==> config.mk <==
export PLATFORM = sky130hd
export DESIGN_NAME = instruction_prefetch_flat
export DESIGN_NICKNAME = d
export VERILOG_FILES = /design/src/rtl/prefetch_pkg.sv /design/src/rtl/wishbone_if.sv /design/src/rtl/fetch_fifo.sv /design/src/rtl/instruction_prefetch.sv /design/src/flat_wrapper.sv
export SDC_FILE = /design/constraint.sdc
export NUM_CORES = 1
export LEC_CHECK = 0
export CORE_MARGIN = 4
export CORE_UTILIZATION = 45
export CTS_CLUSTER_DIAMETER = 60
export DETAILED_ROUTE_END_ITERATION = 10
export GPL_TIMING_DRIVEN = 0
export PLACE_DENSITY = 0.69
export REMOVE_ABC_BUFFERS = 1
export SYNTH_ARGS = -nofsm -noshare
export SYNTH_HDL_FRONTEND = slang
export SYNTH_HIERARCHICAL = 1
export SYNTH_SLANG_ARGS = --single-unit
==> constraint.sdc <==
create_clock -name clk -period 6.2 [get_ports clk]
set_input_delay 1.86 -clock clk [delete_from_list [all_inputs] [get_ports clk]]
set_output_delay 1.86 -clock clk [all_outputs]
set_load 0.005 [all_outputs]
==> src/rtl/prefetch_pkg.sv <==
// Shared types for the instruction prefetch stage: FSM states and queue entry layout.
// No logic here; imported by the prefetcher and its queue.
package prefetch_pkg;

    typedef enum logic [1:0] {
        IDLE  = 2'd0,
        REQ   = 2'd1,
        DRAIN = 2'd2
    } state_t;

    typedef struct packed {
        logic [31:0] pc;
        logic [31:0] instr;
    } fetch_entry_t;

    localparam logic [31:0] NOP_INSTR = 32'h0000_0013;

endpackage

==> src/rtl/wishbone_if.sv <==
// Classic Wishbone bus bundle; data_in is master write data, data_out is slave read data.
// Master drives request fields, slave returns data_out/ack.
interface wishbone_if;
    logic        strobe;
    logic        cycle;
    logic [3:0]  select;
    logic [31:0] address;
    logic        write_enable;
    logic [31:0] data_in;
    logic [31:0] data_out;
    logic        ack;

    modport master (
        output strobe, cycle, select, address, write_enable, data_in,
        input  data_out, ack
    );

    modport slave (
        input  strobe, cycle, select, address, write_enable, data_in,
        output data_out, ack
    );
endinterface

==> src/rtl/fetch_fifo.sv <==
// Synchronous queue of fetch entries with a registered head; flush beats push and pop.
// Latency: a push into an empty queue is visible at the head the next cycle.
// Backpressure: push is dropped when full unless a pop frees a slot in the same cycle.
module fetch_fifo
    import prefetch_pkg::*;
#(
    parameter int DEPTH = 4
) (
    input  logic                     clk,
    input  logic                     reset,
    input  logic                     flush,
    input  logic                     push,
    input  fetch_entry_t             push_entry,
    input  logic                     pop,
    output logic [$clog2(DEPTH):0]   count,
    output fetch_entry_t             head
);
    localparam int AW = $clog2(DEPTH);
    localparam int CW = AW + 1;

    fetch_entry_t   mem [DEPTH];
    logic [AW-1:0]  wr_ptr;
    logic [AW-1:0]  rd_ptr;
    logic           do_push;
    logic           do_pop;
    fetch_entry_t   next_head;

    assign do_pop  = pop && (count != '0);
    assign do_push = push && ((count != CW'(DEPTH)) || do_pop);

    // The head register mirrors whatever entry sits at rd_ptr after this edge.
    always_comb begin
        next_head = head;
        if (do_pop) begin
            if (count > CW'(1))
                next_head = mem[rd_ptr + AW'(1)];
            else if (do_push)
                next_head = push_entry;
            else
                next_head = '0;
        end else if ((count == '0) && do_push) begin
            next_head = push_entry;
        end
    end

    always_ff @(posedge clk) begin
        if (do_push && !flush)
            mem[wr_ptr] <= push_entry;
    end

    always_ff @(posedge clk or negedge reset) begin
        if (!reset) begin
            wr_ptr <= '0;
            rd_ptr <= '0;
            count  <= '0;
            head   <= '0;
        end else if (flush) begin
            wr_ptr <= '0;
            rd_ptr <= '0;
            count  <= '0;
            head   <= '0;
        end else begin
            if (do_push)
                wr_ptr <= wr_ptr + AW'(1);
            if (do_pop)
                rd_ptr <= rd_ptr + AW'(1);
            count <= count + CW'(do_push) - CW'(do_pop);
            head  <= next_head;
        end
    end

endmodule

==> src/rtl/instruction_prefetch.sv <==
// Sequential Wishbone instruction prefetcher feeding decode through a FIFO_DEPTH queue.
// Latency: ack-after-strobe slave gives first valid 2 cycles after strobe; then 1 word/cycle.
// Backpressure: i_ready low fills the queue, then no request issues. PREFETCH_PERF_EN adds counters.
module instruction_prefetch
    import prefetch_pkg::*;
#(
    parameter logic [31:0] RESET_VECTOR = 32'h0000_0000,
    parameter int          FIFO_DEPTH   = 4,
    parameter logic [31:0] ADDR_STRIDE  = 32'd4
) (
    input  logic        clk,
    input  logic        reset,
    input  logic        i_branch_enable,
    input  logic [31:0] i_branch_address,
    input  logic        i_ready,
    wishbone_if.master  wishbone_bus,
    output logic [31:0] o_instruction,
    output logic [31:0] o_pc,
    output logic        o_instruction_valid
`ifdef PREFETCH_PERF_EN
    ,
    output logic [31:0] o_fetch_count,
    output logic [31:0] o_flush_count
`endif
);
    localparam int CW = $clog2(FIFO_DEPTH) + 1;

    state_t         state;
    logic [31:0]    fetch_pc;
    logic [31:0]    addr_q;
    logic           cyc_q;
    logic           stb_q;
    logic [CW-1:0]  count;
    logic [CW-1:0]  count_after;
    logic           push;
    logic           pop;
    logic [31:0]    target;
    logic [31:0]    next_pc;
    fetch_entry_t   push_entry;
    fetch_entry_t   head;

    assign target      = i_branch_address & 32'hFFFF_FFFC;
    assign next_pc     = fetch_pc + ADDR_STRIDE;
    assign push        = (state == REQ) && wishbone_bus.ack && !i_branch_enable;
    assign pop         = o_instruction_valid && i_ready && !i_branch_enable;
    assign count_after = count + CW'(push) - CW'(pop);
    assign push_entry  = '{pc: addr_q, instr: wishbone_bus.data_out};

    assign wishbone_bus.cycle        = cyc_q;
    assign wishbone_bus.strobe       = stb_q;
    assign wishbone_bus.address      = addr_q;
    assign wishbone_bus.select       = 4'b1111;
    assign wishbone_bus.write_enable = 1'b0;
    assign wishbone_bus.data_in      = 32'h0;

    fetch_fifo #(.DEPTH(FIFO_DEPTH)) u_fifo (
        .clk        (clk),
        .reset      (reset),
        .flush      (i_branch_enable),
        .push       (push),
        .push_entry (push_entry),
        .pop        (pop),
        .count      (count),
        .head       (head)
    );

    assign o_instruction       = head.instr;
    assign o_pc                = head.pc;
    assign o_instruction_valid = (count != '0);

    always_ff @(posedge clk or negedge reset) begin
        if (!reset) begin
            state    <= IDLE;
            fetch_pc <= RESET_VECTOR;
            addr_q   <= RESET_VECTOR;
            cyc_q    <= 1'b0;
            stb_q    <= 1'b0;
        end else begin
            case (state)
                IDLE: begin
                    if (i_branch_enable) begin
                        fetch_pc <= target;
                    end else if (count < CW'(FIFO_DEPTH)) begin
                        cyc_q  <= 1'b1;
                        stb_q  <= 1'b1;
                        addr_q <= fetch_pc;
                        state  <= REQ;
                    end
                end
                REQ: begin
                    if (i_branch_enable) begin
                        fetch_pc <= target;
                        if (wishbone_bus.ack) begin
                            cyc_q <= 1'b0;
                            stb_q <= 1'b0;
                            state <= IDLE;
                        end else begin
                            state <= DRAIN;
                        end
                    end else if (wishbone_bus.ack) begin
                        fetch_pc <= next_pc;
                        if (count_after < CW'(FIFO_DEPTH)) begin
                            addr_q <= next_pc;
                        end else begin
                            cyc_q <= 1'b0;
                            stb_q <= 1'b0;
                            state <= IDLE;
                        end
                    end
                end
                DRAIN: begin
                    // The stale response still has to complete on the bus before we re-issue.
                    if (i_branch_enable)
                        fetch_pc <= target;
                    if (wishbone_bus.ack) begin
                        cyc_q <= 1'b0;
                        stb_q <= 1'b0;
                        state <= IDLE;
                    end
                end
                default: state <= IDLE;
            endcase
        end
    end

`ifdef PREFETCH_PERF_EN
    logic [CW-1:0] flushed;
    logic          discard;

    assign flushed = i_branch_enable ? count : '0;
    assign discard = wishbone_bus.ack &&
                     (((state == REQ) && i_branch_enable) || (state == DRAIN));

    always_ff @(posedge clk or negedge reset) begin
        if (!reset) begin
            o_fetch_count <= 32'h0;
            o_flush_count <= 32'h0;
        end else begin
            if (push)
                o_fetch_count <= o_fetch_count + 32'd1;
            o_flush_count <= o_flush_count + 32'(flushed) + 32'(discard);
        end
    end
`endif

endmodule

==> src/flat_wrapper.sv <==
// flat-port wrapper written by rule: the top's interface ports become plain ports
module instruction_prefetch_flat import prefetch_pkg::*;
#(
    parameter logic [31:0] RESET_VECTOR = 32'h0000_0000,
    parameter int          FIFO_DEPTH   = 4,
    parameter logic [31:0] ADDR_STRIDE  = 32'd4
)
  (clk, reset, i_branch_enable, i_branch_address, i_ready, o_instruction, o_pc, o_instruction_valid, wishbone_bus_strobe, wishbone_bus_cycle, wishbone_bus_select, wishbone_bus_address, wishbone_bus_write_enable, wishbone_bus_data_in, wishbone_bus_data_out, wishbone_bus_ack);
  wishbone_if wishbone_bus_i ();
  input  logic clk;
  input  logic reset;
  input  logic i_branch_enable;
  input  logic [31:0] i_branch_address;
  input  logic i_ready;
  output logic [31:0] o_instruction;
  output logic [31:0] o_pc;
  output logic o_instruction_valid;
  output wire logic [$bits(wishbone_bus_i.strobe)-1:0] wishbone_bus_strobe;
  output wire logic [$bits(wishbone_bus_i.cycle)-1:0] wishbone_bus_cycle;
  output wire logic [$bits(wishbone_bus_i.select)-1:0] wishbone_bus_select;
  output wire logic [$bits(wishbone_bus_i.address)-1:0] wishbone_bus_address;
  output wire logic [$bits(wishbone_bus_i.write_enable)-1:0] wishbone_bus_write_enable;
  output wire logic [$bits(wishbone_bus_i.data_in)-1:0] wishbone_bus_data_in;
  input wire logic [$bits(wishbone_bus_i.data_out)-1:0] wishbone_bus_data_out;
  input wire logic [$bits(wishbone_bus_i.ack)-1:0] wishbone_bus_ack;
  assign wishbone_bus_strobe = wishbone_bus_i.strobe;
  assign wishbone_bus_cycle = wishbone_bus_i.cycle;
  assign wishbone_bus_select = wishbone_bus_i.select;
  assign wishbone_bus_address = wishbone_bus_i.address;
  assign wishbone_bus_write_enable = wishbone_bus_i.write_enable;
  assign wishbone_bus_data_in = wishbone_bus_i.data_in;
  assign wishbone_bus_i.data_out = wishbone_bus_data_out;
  assign wishbone_bus_i.ack = wishbone_bus_ack;
  instruction_prefetch #(.RESET_VECTOR(RESET_VECTOR), .FIFO_DEPTH(FIFO_DEPTH), .ADDR_STRIDE(ADDR_STRIDE)) u_core (.clk(clk), .reset(reset), .i_branch_enable(i_branch_enable), .i_branch_address(i_branch_address), .i_ready(i_ready), .wishbone_bus(wishbone_bus_i), .o_instruction(o_instruction), .o_pc(o_pc), .o_instruction_valid(o_instruction_valid));
endmodule
==> Word-level counts from Yosys, hierarchy flattened <==
Memories as Yosys holds them, arrays and structs flattened.
Cells that the tools add are included.
{ "totals": {"register_bits": 139, "ramBits": 256, "output_inout_bits": 136, "memories": 1} }
{ "memory_table": {"columns": ["memory", "words", "width", "read_ports", "rd_ports_with_merged_regs", "wr", "line", "text"], "rows": [
  ["u_core.u_fifo.mem", 4, 64, 1, 0, 1, "fetch_fifo.sv:21", "fetch_entry_t mem [DEPTH];"]
]} }
{ "op_classes": {"n_addsub": 7, "n_lt_le_gt_ge": 3, "n_eq_ne": 12, "muxes": 40, "n_reduce_logical": 24} }
{ "op_table": {"columns": ["operator", "n"], "rows": [
  ["$mux W64", 5],
  ["$mux W32", 8],
  ["$pmux W32 S2", 2],
  ["$add A32 B3 Y32 const B", 1],
  ["$mux W2", 11],
  ["$mux W1", 10],
  ["$ne A2 B2 Y1 const B", 5],
  ["$reduce_and A5 Y1", 2],
  ["$ne A3 B3 Y1 const B", 3],
  ["$reduce_bool A3 Y1", 3],
  ["$logic_and A1 B1 Y1", 8],
  ["$reduce_bool A2 Y1", 4],
  ["$add A3 B1 Y3", 2],
  ["$lt A3 B3 Y1 const B", 2],
  ["$pmux W1 S3", 2],
  ["$pmux W2 S3", 1],
  ["$reduce_and A6 Y1", 1],
  ["$sub A3 B1 Y3", 2],
  ["$add A2 B1 Y2 const B", 2],
  ["$ne A2 B1 Y1 const B", 2],
  ["$gt A3 B1 Y1 const B", 1],
  ["$logic_not A3 Y1", 1],
  ["$mux W3", 1],
  ["$reduce_and A3 Y1", 1],
  ["other kinds (6)", 6]
]} }

==> Depth between registers and ports, before layout <==
{ "logic_depth": {"ltp_word": 10, "ltp_mapped": 14, "ltp_nobuf": 13} }

==> Modules after synthesis <==
The synthesis kept the hierarchy.
{ "by_module_without_submodules": {"columns": ["mod", "instances", "cells_each", "area_each_um2", "seq_area_each_um2"], "rows": [
  ["fetch_fifo", 1, 666, 12522.0, 9464.1],
  ["instruction_prefetch", 1, 467, 4394.2, 1601.5]
]} }

==> Least setup slack after synthesis <==
OpenSTA, ideal clock, no wires.
{ "synth_path": {"kind": "input port to flip-flop", "from": "input i_branch_enable", "to": "memory u_core/u_fifo/mem[0][0] (netlist bit) (enable)", "arrival_ps": 4069, "path_slack_ps": 1702, "path_stages": 6, "path_buffers": 0, "cell_sequence": "nor2b_1 > nand2_1 > inv_1 > o41ai_2 > nor2_1 > and2_1"} }
{ "synth_lines": {"columns": ["element", "line", "text"], "rows": [
  ["from (decl)", "flat_wrapper.sv:12", "input logic i_branch_enable;"],
  ["$logic_not A1 Y1", "instruction_prefetch.sv:44", "assign push = (state == REQ) && wishbone_bus.ack && !i_branch_enable;"],
  ["$logic_and A1 B1 Y1", "instruction_prefetch.sv:44", null],
  ["via u_core.push", "instruction_prefetch.sv:35", "logic push;"],
  ["$logic_and A1 B1 Y1", "fetch_fifo.sv:29", "assign do_push = push && ((count != CW'(DEPTH)) || do_pop);"],
  ["$logic_and A1 B1 Y1", "fetch_fifo.sv:47", "if (do_push && !flush)"],
  ["$mux W1", "fetch_fifo.sv:47", null],
  ["$mux W1 (not written as such)", "fetch_fifo.sv:48", "mem[wr_ptr] <= push_entry;"],
  ["to (decl)", "fetch_fifo.sv:21", null]
]} }
The timed path passes the listed nets, and every way through them passes these cells.

==> Worst setup path after layout <==
{ "layout_path": {"from": "input i_branch_enable", "to": "register u_core.addr_q[23] (netlist: u_core/wishbone_bus.address[23])"} }
{ "layout_between": {"elab_chain_cells": 7} }
{ "layout_rtl": {"columns": ["element", "line", "text"], "rows": [
  ["$logic_not A1 Y1", "instruction_prefetch.sv:44, instruction_prefetch.sv:45", null],
  ["$logic_and A1 B1 Y1", "instruction_prefetch.sv:44", null],
  ["$add A3 B1 Y3", "instruction_prefetch.sv:46", "assign count_after = count + CW'(push) - CW'(pop);"],
  ["$sub A3 B1 Y3", "instruction_prefetch.sv:46", null],
  ["$lt A3 B3 Y1", "instruction_prefetch.sv:102", "if (count_after < CW'(FIFO_DEPTH)) begin"],
  ["$ne A2 B2 Y1 (no source line)", null, null],
  ["$reduce_and A6 Y1 (no source line) (*)", null, null],
  ["to (signal assigned)", "instruction_prefetch.sv:86", "addr_q <= fetch_pc;"],
  ["to (signal assigned)", "instruction_prefetch.sv:103", "addr_q <= next_pc;"],
  ["to (decl)", "instruction_prefetch.sv:30", "logic [31:0] addr_q;"]
]} }
Every way passes the cells marked *; elsewhere a longest branch is shown, timed or not.
A chain may end at the register's enable or synchronous reset.

==> results.json <==
{
  "run_status": "complete, no violations",
  "share_of_the_clock_period_used_by_the_worst_path_after_layout": 0.810,
  "synth_area_um2": 16900,
  "cts.sink_count": 391,
  "postSynth.asyncResetShare": 0.345,
  "cts_max_path_buffers": 3,
  "worstPathRequired_ns": 6.61,
  "final_core_util": 0.563,
  "multi_input_comb_area_um2": 5310,
  "cap_viol_max_count": 0,
  "synth_seq_area_share": 0.654,
  "area_of_all_placed_cells_without_fillers_um2": 20800,
  "place_inst": 1756,
  "grt_setup_unrepaired": "no",
  "post-cts-setup-buffers": 0,
  "clk_transition_reported_paths_ns": 0.05,
  "register_area_um2": 11100,
  "h-tree-depth": 2,
  "drt_pass1_iterations": 5,
  "placement.cell_area_um2": 19300,
  "drc": 0,
  "synth_warnings": 6,
  "timing_worst_slew_pin_value_ns": 1.40,
  "avgViaCountPerCell": 5.56,
  "synthesis.instances": 1133,
  "crit_path_max_fanout": 23,
  "hp-class": "register to register",
  "finalWeightedCongestion": 0.835,
  "grt_first_pass_wirelength_mm": 61.1,
  "cts_repair_resize_count": 0,
  "initial_utilization": 0.459,
  "layoutNonFillerInstCount": 1835,
  "static-leakage-power_nw": 7.39,
  "dpl.hpwl_mm": 24.1,
  "powerDensity_nw_per_um2": 393,
  "area.growth.synth_to_final_pct": 22.7,
  "groute.usage.overall": 0.187,
  "fmax_mhz": 199,
  "fin_nets": 1380,
  "critPathCaptureType": "register",
  "cts.hold.buffers_added": 0,
  "globalRoute.totalOverflow": 0,
  "rows": 70,
  "worst_path_most_repeated_cell": "sky130_fd_sc_hd__ha_1",
  "holdCritStartpoint": "u_core/u_fifo/head[57]",
  "max_stage_delay_ns": 0.78,
  "cts_root_buf": "sky130_fd_sc_hd__clkbuf_16",
  "synth_edf_count": 256,
  "worst_skew_pair.late_latency_ns": 0.53,
  "slowest_stage": "sky130_fd_sc_hd__clkdlybuf4s50_1",
  "layout_setup_ws_ns": 1.18,
  "die_height_um": 202,
  "synth_cell_types": 64,
  "number_of_global_route_vias_before_repair": 10500,
  "fp.coreArea_um2": 36900,
  "maximum_number_of_pins_on_one_net_before_global_route_repair": 70,
  "netlist.area_leader.share": 0.454,
  "fin_skew_ns": 0.0160,
  "worstSetupStartpoint": "i_branch_enable",
  "n_fill_cell": 2956,
  "synth.ff_latch_count": 391,
  "drt_wl_total_mm": 38.2,
  "tritoncts": "built",
  "min_period_ns": 5.02,
  "vias": 10200,
  "drtAntennaViolNets": 0,
  "slew_viol_final": 0,
  "num_io_pins": 205,
  "cts_buffers": 43,
  "slew_headroom": 0.0611,
  "place_ws_ns": 0.692,
  "fp.dieArea_um2": 40800,
  "postSynthAreaPerCell_um2": 14.9,
  "peakVddDrop_mv": 0.246,
  "dr.first_iter.drc_count": 665,
  "port_buffers": 163,
  "final_hold_viol_count": 0,
  "synth_top_cell_by_area": "sky130_fd_sc_hd__edfxtp_1",
  "drive_above_1_share": 0.156,
  "routedWlPerCell_um": 20.8,
  "beginning_of_the_worst_register_to_register_path": "u_core/state[1]",
  "timing.final.setup_violations": 0,
  "ys_top_cells_by_area": "sky130_fd_sc_hd__edfxtp_1, sky130_fd_sc_hd__dfrtp_1, sky130_fd_sc_hd__mux4_2, sky130_fd_sc_hd__a22oi_1, sky130_fd_sc_hd__mux2_4",
  "crit_path_cell_trace": "clkdlybuf4s50_1 -> nor2b_1 -> nand2_1 -> ha_1 -> inv_1 -> ha_1 -> and3b_1 -> o21ai_0 -> a21oi_2 -> o21ai_4 -> buf_12 -> mux2_1",
  "crit_arrival_ns": 5.43,
  "die_width_um": 202,
  "antenna_cells": 0,
  "initial_antenna_violation_count": 0,
  "yosys_most_used_dff": "sky130_fd_sc_hd__edfxtp_1",
  "path_class": "input port to register",
  "startpoint_type": "input port"
}
-- sequential cells by signal, indices dropped and copies added (netlist names) --
signal	count
u_core/u_fifo/head	64
u_core/wishbone_bus.cycle	1
u_core/wishbone_bus.address	30
u_core/u_fifo/mem	256
u_core/state	2
u_core/u_fifo/count	3
u_core/u_fifo/rd_ptr	2
u_core/u_fifo/wr_ptr	2
u_core/fetch_pc	30
u_core/wishbone_bus.strobe	1
-- where the power goes --
part | internal (W) | switching, W | leakage (nW)
logic | 0.000975 | 0.000838 | 2.64
clock network | 0.00162 | 0.00102 | 0.723
registers | 0.00322 | 0.000478 | 4.02
total | 0.00582 | 0.00233 | 7.39
-- cell families after synthesis --
family | synth area share
AO/OA/AOI/OAI | 0.0914
XOR/XNOR | 0.0176
adder cells (fa/ha/maj) | 0.0108
buffers and inverters | 0.0449
flip-flops | 0.654
multiplexers | 0.114
other | 0.000444
AND/OR/NAND/NOR | 0.0672
-- cells in the mapped netlist (30+ instances only) --
cell,count
sky130_fd_sc_hd__nand3_1,34
sky130_fd_sc_hd__o21ai_0,48
sky130_fd_sc_hd__dfrtp_1,135
sky130_fd_sc_hd__o21ai_1,41
sky130_fd_sc_hd__mux4_2,64
sky130_fd_sc_hd__nand2_1,93
sky130_fd_sc_hd__xnor2_1,31
sky130_fd_sc_hd__a22oi_1,69
sky130_fd_sc_hd__a21oi_1,30
sky130_fd_sc_hd__edfxtp_1,256
sky130_fd_sc_hd__clkbuf_1,35
sky130_fd_sc_hd__buf_4,40
-- final timing paths --
check	to	slack (ns)	cells after the start
min in group asynchronous	u_core/u_fifo/head[16]	1.37	1
worst min-delay path	u_core/u_fifo/head[57]	0.48	2
worst min register to register	u_core/u_fifo/head[57]	0.48	2
worst max register to register	u_core/wishbone_bus.address[23]	2.10	13
max in group asynchronous	u_core/wishbone_bus.address[25]	4.00	2
worst max-delay path	u_core/wishbone_bus.address[23]	1.18	12
-- critical path: cells and delay by family --
kind                     cells  cell delay, ns
AO/OA/AOI/OAI                3            0.95
adder cells (fa/ha/maj)      2            0.43
buffers and inverters        3            1.10
multiplexers                 1            0.34
AND/OR/NAND/NOR              3            0.74
-- area by class of cell --
type | count | area share
Sequential cell | 391 | 0.534
Multi-Input combinational cell | 654 | 0.256
Timing Repair Buffer | 187 | 0.106
Clock buffer | 53 | 0.0557
Tap cell | 504 | 0.0304
Clock inverter | 26 | 0.0154
Inverter | 20 | 0.00362
-- per-layer routing --
layer | vias to the layer above | track usage | routed length, um
met2 | 326 | 0.290 | 18200
met3 | 51 | 0.0359 | 2320
li1 | 4600 | - | -
met1 | 5228 | 0.279 | 17100
met4 | 0 | 0.0361 | 560
met5 | - | 0 | 0
-- cells in the final DEF (no fill, tap or decap), types with 31 or more instances in the layout --
cell type / n
sky130_fd_sc_hd__clkbuf_16: 45
sky130_fd_sc_hd__o21ai_1: 41
sky130_fd_sc_hd__clkdlybuf4s50_1: 162
sky130_fd_sc_hd__conb_1: 49
sky130_fd_sc_hd__xnor2_1: 31
sky130_fd_sc_hd__dfrtp_1: 133
sky130_fd_sc_hd__nand2_1: 93
sky130_fd_sc_hd__mux4_2: 64
sky130_fd_sc_hd__o21ai_0: 48
sky130_fd_sc_hd__a22oi_1: 69
sky130_fd_sc_hd__edfxtp_1: 256
sky130_fd_sc_hd__nand3_1: 34
-- metrics by stage --
| step | total power, W | TNS (ns) | hold WS [ns] |
|---|---|---|---|
| after floorplan | 0.00466 | 0 | 0.473 |
| after global placement | 0.00544 | -633.57 | 0.461 |
| after detailed placement | 0.00557 | 0 | 0.470 |
| after CTS | 0.00823 | 0 | 0.482 |
| after global routing | 0.00856 | 0 | 0.495 |
| final | 0.00815 | 0 | 0.476 |
Note: power is estimated with default switching activity, not from simulation.
